$ cat config.mk
export PLATFORM = sky130hd
export DESIGN_NAME = ad9361_init_seq
export DESIGN_NICKNAME = d
export VERILOG_FILES = /design/src/rtl/ad9361_pkg.sv /design/src/rtl/ad9361_seq_timer.sv /design/src/rtl/ad9361_init_seq.sv
export SDC_FILE = /design/constraint.sdc
export NUM_CORES = 1
export LEC_CHECK = 0
export CAP_MARGIN = 10
export CORE_MARGIN = 2
export CORE_UTILIZATION = 50
export CTS_CLUSTER_SIZE = 30
export DETAILED_ROUTE_END_ITERATION = 10
export GPL_ROUTABILITY_DRIVEN = 0
export MAX_ROUTING_LAYER = met4
export PLACE_DENSITY = 0.74
export SETUP_SLACK_MARGIN = 0.5
export SYNTH_ARGS = -nofsm -noshare
export SYNTH_HDL_FRONTEND = slang
export SYNTH_HIERARCHICAL = 1
export SYNTH_SLANG_ARGS = --single-unit
export TNS_END_PERCENT = 10
$ cat constraint.sdc
create_clock -name clk -period 7.1 [get_ports clk]
set_input_delay 1.42 -clock clk [delete_from_list [all_inputs] [get_ports clk]]
set_output_delay 1.42 -clock clk [all_outputs]
set_load 0.02 [all_outputs]
$ cat src/rtl/ad9361_pkg.sv
// ---------------------------------------------------------------------------
// ad9361_pkg
// Shared definitions for the AD9361 register-initialisation sequencer.
//   - command op codes carried in op[27:26] of each table entry
//   - bit positions of the entry fields (op / addr / data / mask)
//   - sequencer FSM state encoding
//   - small field-extraction helpers and the POLL match test
// ---------------------------------------------------------------------------
package ad9361_pkg;

  localparam int ENTRY_W  = 28;
  localparam int OP_MSB   = 27;
  localparam int OP_LSB   = 26;
  localparam int ADDR_MSB = 25;
  localparam int ADDR_LSB = 16;
  localparam int DATA_MSB = 15;
  localparam int DATA_LSB = 8;
  localparam int MASK_MSB = 7;
  localparam int MASK_LSB = 0;

  localparam int SPI_AW   = 10;
  localparam int SPI_DW   = 8;

  // Wide enough for a 16-bit WAIT count times any practical DELAY_UNIT.
  localparam int TMR_W    = 32;

  typedef enum logic [1:0] {
    OP_WRITE = 2'd0,
    OP_WAIT  = 2'd1,
    OP_POLL  = 2'd2,
    OP_END   = 2'd3
  } op_e;

  typedef enum logic [2:0] {
    ST_IDLE   = 3'd0,
    ST_FETCH  = 3'd1,
    ST_DECODE = 3'd2,
    ST_XFER   = 3'd3,
    ST_CHECK  = 3'd4,
    ST_DELAY  = 3'd5,
    ST_FINISH = 3'd6,
    ST_FAULT  = 3'd7
  } state_e;

  function automatic op_e entry_op(input logic [ENTRY_W-1:0] e);
    return op_e'(e[OP_MSB:OP_LSB]);
  endfunction

  function automatic logic [SPI_AW-1:0] entry_addr(input logic [ENTRY_W-1:0] e);
    return e[ADDR_MSB:ADDR_LSB];
  endfunction

  function automatic logic [SPI_DW-1:0] entry_data(input logic [ENTRY_W-1:0] e);
    return e[DATA_MSB:DATA_LSB];
  endfunction

  function automatic logic [SPI_DW-1:0] entry_mask(input logic [ENTRY_W-1:0] e);
    return e[MASK_MSB:MASK_LSB];
  endfunction

  function automatic logic poll_match(input logic [SPI_DW-1:0] rd,
                                      input logic [SPI_DW-1:0] data,
                                      input logic [SPI_DW-1:0] mask);
    return ((rd & mask) == (data & mask));
  endfunction

endpackage

$ cat src/rtl/ad9361_seq_timer.sv
// ---------------------------------------------------------------------------
// ad9361_seq_timer
// Loadable down-counter with a zero flag, shared by WAIT delays and the gap
// between successive POLL reads.
// Ports:
//   clk, rst_n  : clock, synchronous active-low reset
//   load        : load load_val this cycle (takes priority over dec)
//   load_val    : value to load
//   dec         : decrement by one (saturates at zero)
//   zero        : count is zero
// ---------------------------------------------------------------------------
module ad9361_seq_timer
  import ad9361_pkg::*;
#(
  parameter int W = TMR_W
) (
  input  logic         clk,
  input  logic         rst_n,
  input  logic         load,
  input  logic [W-1:0] load_val,
  input  logic         dec,
  output logic         zero
);

  logic [W-1:0] cnt_d;
  logic [W-1:0] cnt_q;

  always_comb begin
    cnt_d = cnt_q;
    if (load) begin
      cnt_d = load_val;
    end else if (dec && (cnt_q != '0)) begin
      cnt_d = cnt_q - W'(1);
    end
  end

  always_ff @(posedge clk) begin
    if (!rst_n) begin
      cnt_q <= '0;
    end else begin
      cnt_q <= cnt_d;
    end
  end

  assign zero = (cnt_q == '0);

endmodule

$ cat src/rtl/ad9361_init_seq.sv
// ---------------------------------------------------------------------------
// ad9361_init_seq
// Walks a command table held in an external registered ROM and issues
// single-register reads/writes through the ad9361_spi master port.
// Commands: WRITE, WAIT (delay in DELAY_UNIT cycles), POLL (read until the
// masked readback matches, with POLL_GAP cycles between reads and a timeout
// after POLL_MAX reads) and END.
// Ports:
//   clk, rst_n          : clock, synchronous active-low reset
//   start               : one-cycle pulse, run the table from entry 0
//   busy/done/error     : status levels; err_index = failing POLL entry
//   rom_addr / rom_data : table address out, entry in (1-cycle latency)
//   spi_*               : read/write/waitrequest port of the SPI master
// ---------------------------------------------------------------------------
module ad9361_init_seq
  import ad9361_pkg::*;
#(
  parameter int ROM_AW     = 8,
  parameter int DELAY_UNIT = 1000,
  parameter int POLL_GAP   = 256,
  parameter int POLL_MAX   = 1024
) (
  input  logic                clk,
  input  logic                rst_n,
  input  logic                start,
  output logic                busy,
  output logic                done,
  output logic                error,
  output logic [ROM_AW-1:0]   err_index,
  output logic [ROM_AW-1:0]   rom_addr,
  input  logic [ENTRY_W-1:0]  rom_data,
  output logic                spi_read,
  output logic                spi_write,
  output logic [SPI_AW-1:0]   spi_address,
  output logic [SPI_DW-1:0]   spi_writedata,
  input  logic [SPI_DW-1:0]   spi_readdata,
  input  logic                spi_waitrequest
);

  localparam int ATT_W = $clog2(POLL_MAX + 1);

  state_e               state_d, state_q;
  logic [ROM_AW-1:0]    index_d, index_q;
  logic [ATT_W-1:0]     attempt_d, attempt_q;
  logic [ENTRY_W-1:0]   entry_d, entry_q;
  logic [SPI_DW-1:0]    rd_d, rd_q;
  logic                 busy_d, busy_q;
  logic                 done_d, done_q;
  logic                 error_d, error_q;
  logic [ROM_AW-1:0]    err_index_d, err_index_q;
  logic                 spi_read_d, spi_read_q;
  logic                 spi_write_d, spi_write_q;
  logic [SPI_AW-1:0]    spi_address_d, spi_address_q;
  logic [SPI_DW-1:0]    spi_writedata_d, spi_writedata_q;

  logic                 tmr_load;
  logic [TMR_W-1:0]     tmr_load_val;
  logic                 tmr_dec;
  logic                 tmr_zero;
  logic                 adv;
  logic [15:0]          wait_cnt;

  ad9361_seq_timer #(
    .W        (TMR_W)
  ) u_timer (
    .clk      (clk),
    .rst_n    (rst_n),
    .load     (tmr_load),
    .load_val (tmr_load_val),
    .dec      (tmr_dec),
    .zero     (tmr_zero)
  );

  always_comb begin
    state_d         = state_q;
    index_d         = index_q;
    attempt_d       = attempt_q;
    entry_d         = entry_q;
    rd_d            = rd_q;
    busy_d          = busy_q;
    done_d          = done_q;
    error_d         = error_q;
    err_index_d     = err_index_q;
    spi_read_d      = spi_read_q;
    spi_write_d     = spi_write_q;
    spi_address_d   = spi_address_q;
    spi_writedata_d = spi_writedata_q;
    tmr_load        = 1'b0;
    tmr_load_val    = '0;
    tmr_dec         = 1'b0;
    adv             = 1'b0;
    wait_cnt        = rom_data[DATA_MSB:MASK_LSB];

    case (state_q)
      // FINISH/FAULT last one cycle; a start there is accepted like in IDLE.
      ST_IDLE, ST_FINISH, ST_FAULT: begin
        state_d = ST_IDLE;
        if (start) begin
          state_d = ST_FETCH;
          index_d = '0;
          done_d  = 1'b0;
          error_d = 1'b0;
          busy_d  = 1'b1;
        end
      end

      // rom_addr (= index) is already stable; the ROM registers it this cycle.
      ST_FETCH: begin
        state_d = ST_DECODE;
      end

      ST_DECODE: begin
        entry_d = rom_data;
        case (entry_op(rom_data))
          OP_WRITE: begin
            spi_address_d   = entry_addr(rom_data);
            spi_writedata_d = entry_data(rom_data);
            spi_write_d     = 1'b1;
            state_d         = ST_XFER;
          end
          OP_POLL: begin
            spi_address_d = entry_addr(rom_data);
            spi_read_d    = 1'b1;
            attempt_d     = ATT_W'(1);
            state_d       = ST_XFER;
          end
          OP_WAIT: begin
            if (wait_cnt == '0) begin
              adv = 1'b1;
            end else begin
              // DELAY exits on the cycle the timer reads zero, so load N*U-1
              // to spend exactly N*U cycles there.
              tmr_load     = 1'b1;
              tmr_load_val = TMR_W'(wait_cnt) * TMR_W'(DELAY_UNIT) - TMR_W'(1);
              state_d      = ST_DELAY;
            end
          end
          default: begin
            state_d = ST_FINISH;
            busy_d  = 1'b0;
            done_d  = 1'b1;
          end
        endcase
      end

      // Strobe and address/data are held until the master reports completion;
      // dropping the strobe on that same edge keeps the master from re-arming.
      ST_XFER: begin
        if (!spi_waitrequest) begin
          spi_read_d  = 1'b0;
          spi_write_d = 1'b0;
          rd_d        = spi_readdata;
          if (entry_op(entry_q) == OP_POLL) begin
            state_d = ST_CHECK;
          end else begin
            adv = 1'b1;
          end
        end
      end

      ST_CHECK: begin
        if (poll_match(rd_q, entry_data(entry_q), entry_mask(entry_q))) begin
          adv = 1'b1;
        end else if (attempt_q >= ATT_W'(POLL_MAX)) begin
          state_d     = ST_FAULT;
          error_d     = 1'b1;
          busy_d      = 1'b0;
          err_index_d = index_q;
        end else begin
          tmr_load     = 1'b1;
          tmr_load_val = TMR_W'(POLL_GAP - 1);
          state_d      = ST_DELAY;
        end
      end

      // Shared by WAIT and POLL gaps; the latched op tells them apart.
      ST_DELAY: begin
        if (tmr_zero) begin
          if (entry_op(entry_q) == OP_POLL) begin
            spi_address_d = entry_addr(entry_q);
            spi_read_d    = 1'b1;
            attempt_d     = attempt_q + ATT_W'(1);
            state_d       = ST_XFER;
          end else begin
            adv = 1'b1;
          end
        end else begin
          tmr_dec = 1'b1;
        end
      end

      default: begin
        state_d = ST_IDLE;
      end
    endcase

    // The last table slot ends the sequence even without an END entry.
    if (adv) begin
      if (index_q == {ROM_AW{1'b1}}) begin
        state_d = ST_FINISH;
        busy_d  = 1'b0;
        done_d  = 1'b1;
      end else begin
        index_d = index_q + ROM_AW'(1);
        state_d = ST_FETCH;
      end
    end
  end

  always_ff @(posedge clk) begin
    if (!rst_n) begin
      state_q         <= ST_IDLE;
      index_q         <= '0;
      attempt_q       <= '0;
      entry_q         <= '0;
      rd_q            <= '0;
      busy_q          <= 1'b0;
      done_q          <= 1'b0;
      error_q         <= 1'b0;
      err_index_q     <= '0;
      spi_read_q      <= 1'b0;
      spi_write_q     <= 1'b0;
      spi_address_q   <= '0;
      spi_writedata_q <= '0;
    end else begin
      state_q         <= state_d;
      index_q         <= index_d;
      attempt_q       <= attempt_d;
      entry_q         <= entry_d;
      rd_q            <= rd_d;
      busy_q          <= busy_d;
      done_q          <= done_d;
      error_q         <= error_d;
      err_index_q     <= err_index_d;
      spi_read_q      <= spi_read_d;
      spi_write_q     <= spi_write_d;
      spi_address_q   <= spi_address_d;
      spi_writedata_q <= spi_writedata_d;
    end
  end

  assign busy          = busy_q;
  assign done          = done_q;
  assign error         = error_q;
  assign err_index     = err_index_q;
  assign rom_addr      = index_q;
  assign spi_read      = spi_read_q;
  assign spi_write     = spi_write_q;
  assign spi_address   = spi_address_q;
  assign spi_writedata = spi_writedata_q;

endmodule

==> impl_metrics.yaml <==
sta:
  finalHoldViolations: 0
  setup_viol: 0
  max_freq_mhz: 154
  slew_violations: 0
  rsz0062_at_grt: "yes"
  fin_tns_setup_ns: 0
  whs_ns: 0.453
  worst_clock_skew_ns: 0.0172
  slew_headroom: 0.207
  period_needed_ns: 6.48
  min_period_over_period: 0.913
  worst_pin_slew_ns: 1.19
floorplan:
  initial_utilization: 0.507
  rows: 50
  core-area_um2: 18600
  dieHeight_um: 141
  io_pins: 79
  die_w_um: 141
  dieArea_um2: 20000
setup_path:
  critPathArrivalTime_ns: 6.82
  cp_data_required_time_ns: 7.44
  path_class: "input pin to flip-flop"
  worstSetupStartpointType: "input pin"
  worstPathMaxFanout: 6
  crit_path_end_kind: "flip-flop"
synthesis:
  synthTopCellsByArea: "dfxtp_1 (26%), fa_1 (11%), ha_1 (8.5%)"
  ys_warn_count: 6
  synth_edf_count: 0
  yosys.area.top_type_share: 0.256
  synth-seq-cells: 121
  synth_top_area_cell: "dfxtp_1"
  syn_area_um2: 9450
  async_reset_ff_frac: 0
  synth_most_common_cell: "nand2_1"
  synthFlopType: "dfxtp_1"
  synth_common_cells: "nand2_1 (135), dfxtp_1 (121), inv_1 (95)"
  syn_nets: 1306
  syn_inst: 1148
  synth-seq-area-share: 0.256
  synth.avg_cell_area_um2: 8.23
  yosysUniqueCellTypes: 74
clocking:
  clock_latency_ns: 0.42
  cts_buffers: 17
  tritoncts: "built"
  clk_pin_slew_ns: 0.06
  cts_buffer_depth: 2
  htreeDepth: 4
  cts_num_sinks: 121
  root_buffer: "clkbuf_16"
finish:
  syn_to_final_growth_pct: 20.1
  fill_cells: 1619
  drive_gt1_frac: 0.106
  fin_area_um2: 11300
  nNetsFinal: 1401
pwr:
  ir_drop_v: 0.000239
  powerDensity_nw_per_um2: 405
  p_leak_nw: 4.71
detailed_routing:
  drt_iter0_markers: 559
  wl_per_cell_um: 15.3
  drc: 0
  drt_first_pass_iters: 7
  drt-total-wl_um: 22900
  via_count: 8481
  drt.antenna.violating_nets: 0
  via_per_inst: 5.69
place:
  portBuffers: 78
  dp_hpwl_um: 16800
  postPlaceCellArea_um2: 10700
worst_hold_path:
  hp-class: "flip-flop to flip-flop"
global_routing:
  grt_max_degree: 70
  grt_pass1_wl_um: 37900
  overflow: 0
  grt_usage: 0.237
  antenna_found_initial: 2
  grt_pass1_vias: 7856
status:
  run_status: "finished, final reports clean"
flow_run:
  cap_violations: 0
[worst paths after layout]
path,startpoint,endpoint,slack (ns),depth (start not counted)
hold reg to reg,entry_q[4],entry_q[4],0.45,2
setup reg to reg,u_timer/cnt_q[0],attempt_q[7],2.82,12
hold / removal,entry_q[4],entry_q[4],0.45,2
setup / recovery,rom_data[3],u_timer/cnt_q[27],0.62,21
[critical path, stage by stage]
cell and delay (ns):
clkdlybuf4s50_1 0.51, inv_2 0.09, fa_1 0.52, fa_1 0.52
fa_1 0.47, fa_1 0.49, inv_1 0.04, ha_1 0.32
buf_4 0.17, o21ai_0 0.24, nor2_1 0.11, a311oi_2 0.28
xor2_1 0.24, nand4_1 0.21, nor4_4 0.23, nand3_2 0.13
nor4_4 0.33, nand2b_1 0.15, o211ai_1 0.08, a41o_1 0.22
o31ai_1 0.06
[where the power goes]
part	internal, mW	total, mW	switching [mW]
Sequential	0.751	0.818	0.0665
Clock	0.443	0.773	0.330
Combinational	1.24	3.01	1.77
Total	2.43	4.60	2.17
[stage by stage]
stage	worst slack [ns]	total power [mW]	util	instances
CTS	0.465	4.44	0.601	1487
global route	0.379	4.99	0.609	1491
floorplan	0.507	2.93	-	1148
finish	0.619	4.60	0.609	1491
global placement	0.0775	3.60	0.573	1455
detailed placement	0.0302	3.65	0.573	1455
[layout make-up]
class | instances | area [um2] | area share
multi-input combinational | 880 | 6570 | 0.579
sequential | 121 | 2420 | 0.213
timing repair buffer | 127 | 1160 | 0.103
clock buffer | 17 | 425 | 0.0375
inverter | 96 | 363 | 0.0320
tap | 234 | 293 | 0.0258
clock inverter | 14 | 103 | 0.00904
antenna | 2 | 5.00 | 0.000441
[flip-flops by register name (all words and copies together), names as in the netlist]
| register | cells |
|---|---|
| rom_addr | 8 |
| spi_writedata | 8 |
| err_index | 8 |
| spi_address | 10 |
| entry_q | 28 |
| done | 1 |
| busy | 1 |
| rd_q | 8 |
| state_q | 3 |
| attempt_q | 11 |
| u_timer/cnt_q | 32 |
| error | 1 |
| spi_write | 1 |
| spi_read | 1 |
[logic make-up after synthesis]
| family | after synthesis | synth area share |
|---|---|---|
| simple gates | 411 | 0.220 |
| compound gates | 277 | 0.191 |
| buf+inv | 147 | 0.0611 |
| flops | 121 | 0.256 |
| fa+ha+maj | 118 | 0.199 |
| xor+xnor | 50 | 0.0464 |
| mux | 24 | 0.0257 |
[per-layer routing]
layer / part of all wire / global-route usage / vias up
li1: - / - / 4235
met1: 0.47 / 0.321 / 4006
met2: 0.47 / 0.371 / 214
met3: 0.043 / 0.0381 / 26
met4: 0.013 / 0.0626 / 0
met5: 0 / - / -
[what timing repair did]
item | in CTS | in global routing
endpoints found under the hold margin | 0 | 0
setup endpoints to repair | 2 | 13
hold buffers | 0 | 0
resized for setup | 0 | 35
setup buffers | 1 | 2
pin swaps | 1 | 16
[placed cells by master, fill, tap and decap left out, types with 17 or more instances in the layout]
cell type        synthesis  routed
dfxtp_1                121     121
a21oi_1                 91      86
clkdlybuf4s50_1          0      72
o21ai_0                 59      59
a31oi_1                 19      17
fa_1                    54      54
ha_1                    64      60
xor2_1                  24      24
clkbuf_16                0      17
buf_4                    0      49
nand3_1                 35      34
nor2_1                  80      80
nand2_1                135     134
xnor2_1                 26      26
inv_1                   95      87
mux2i_1                 22      22
nor3_1                  31      30
(Power assumes the default switching activity.)
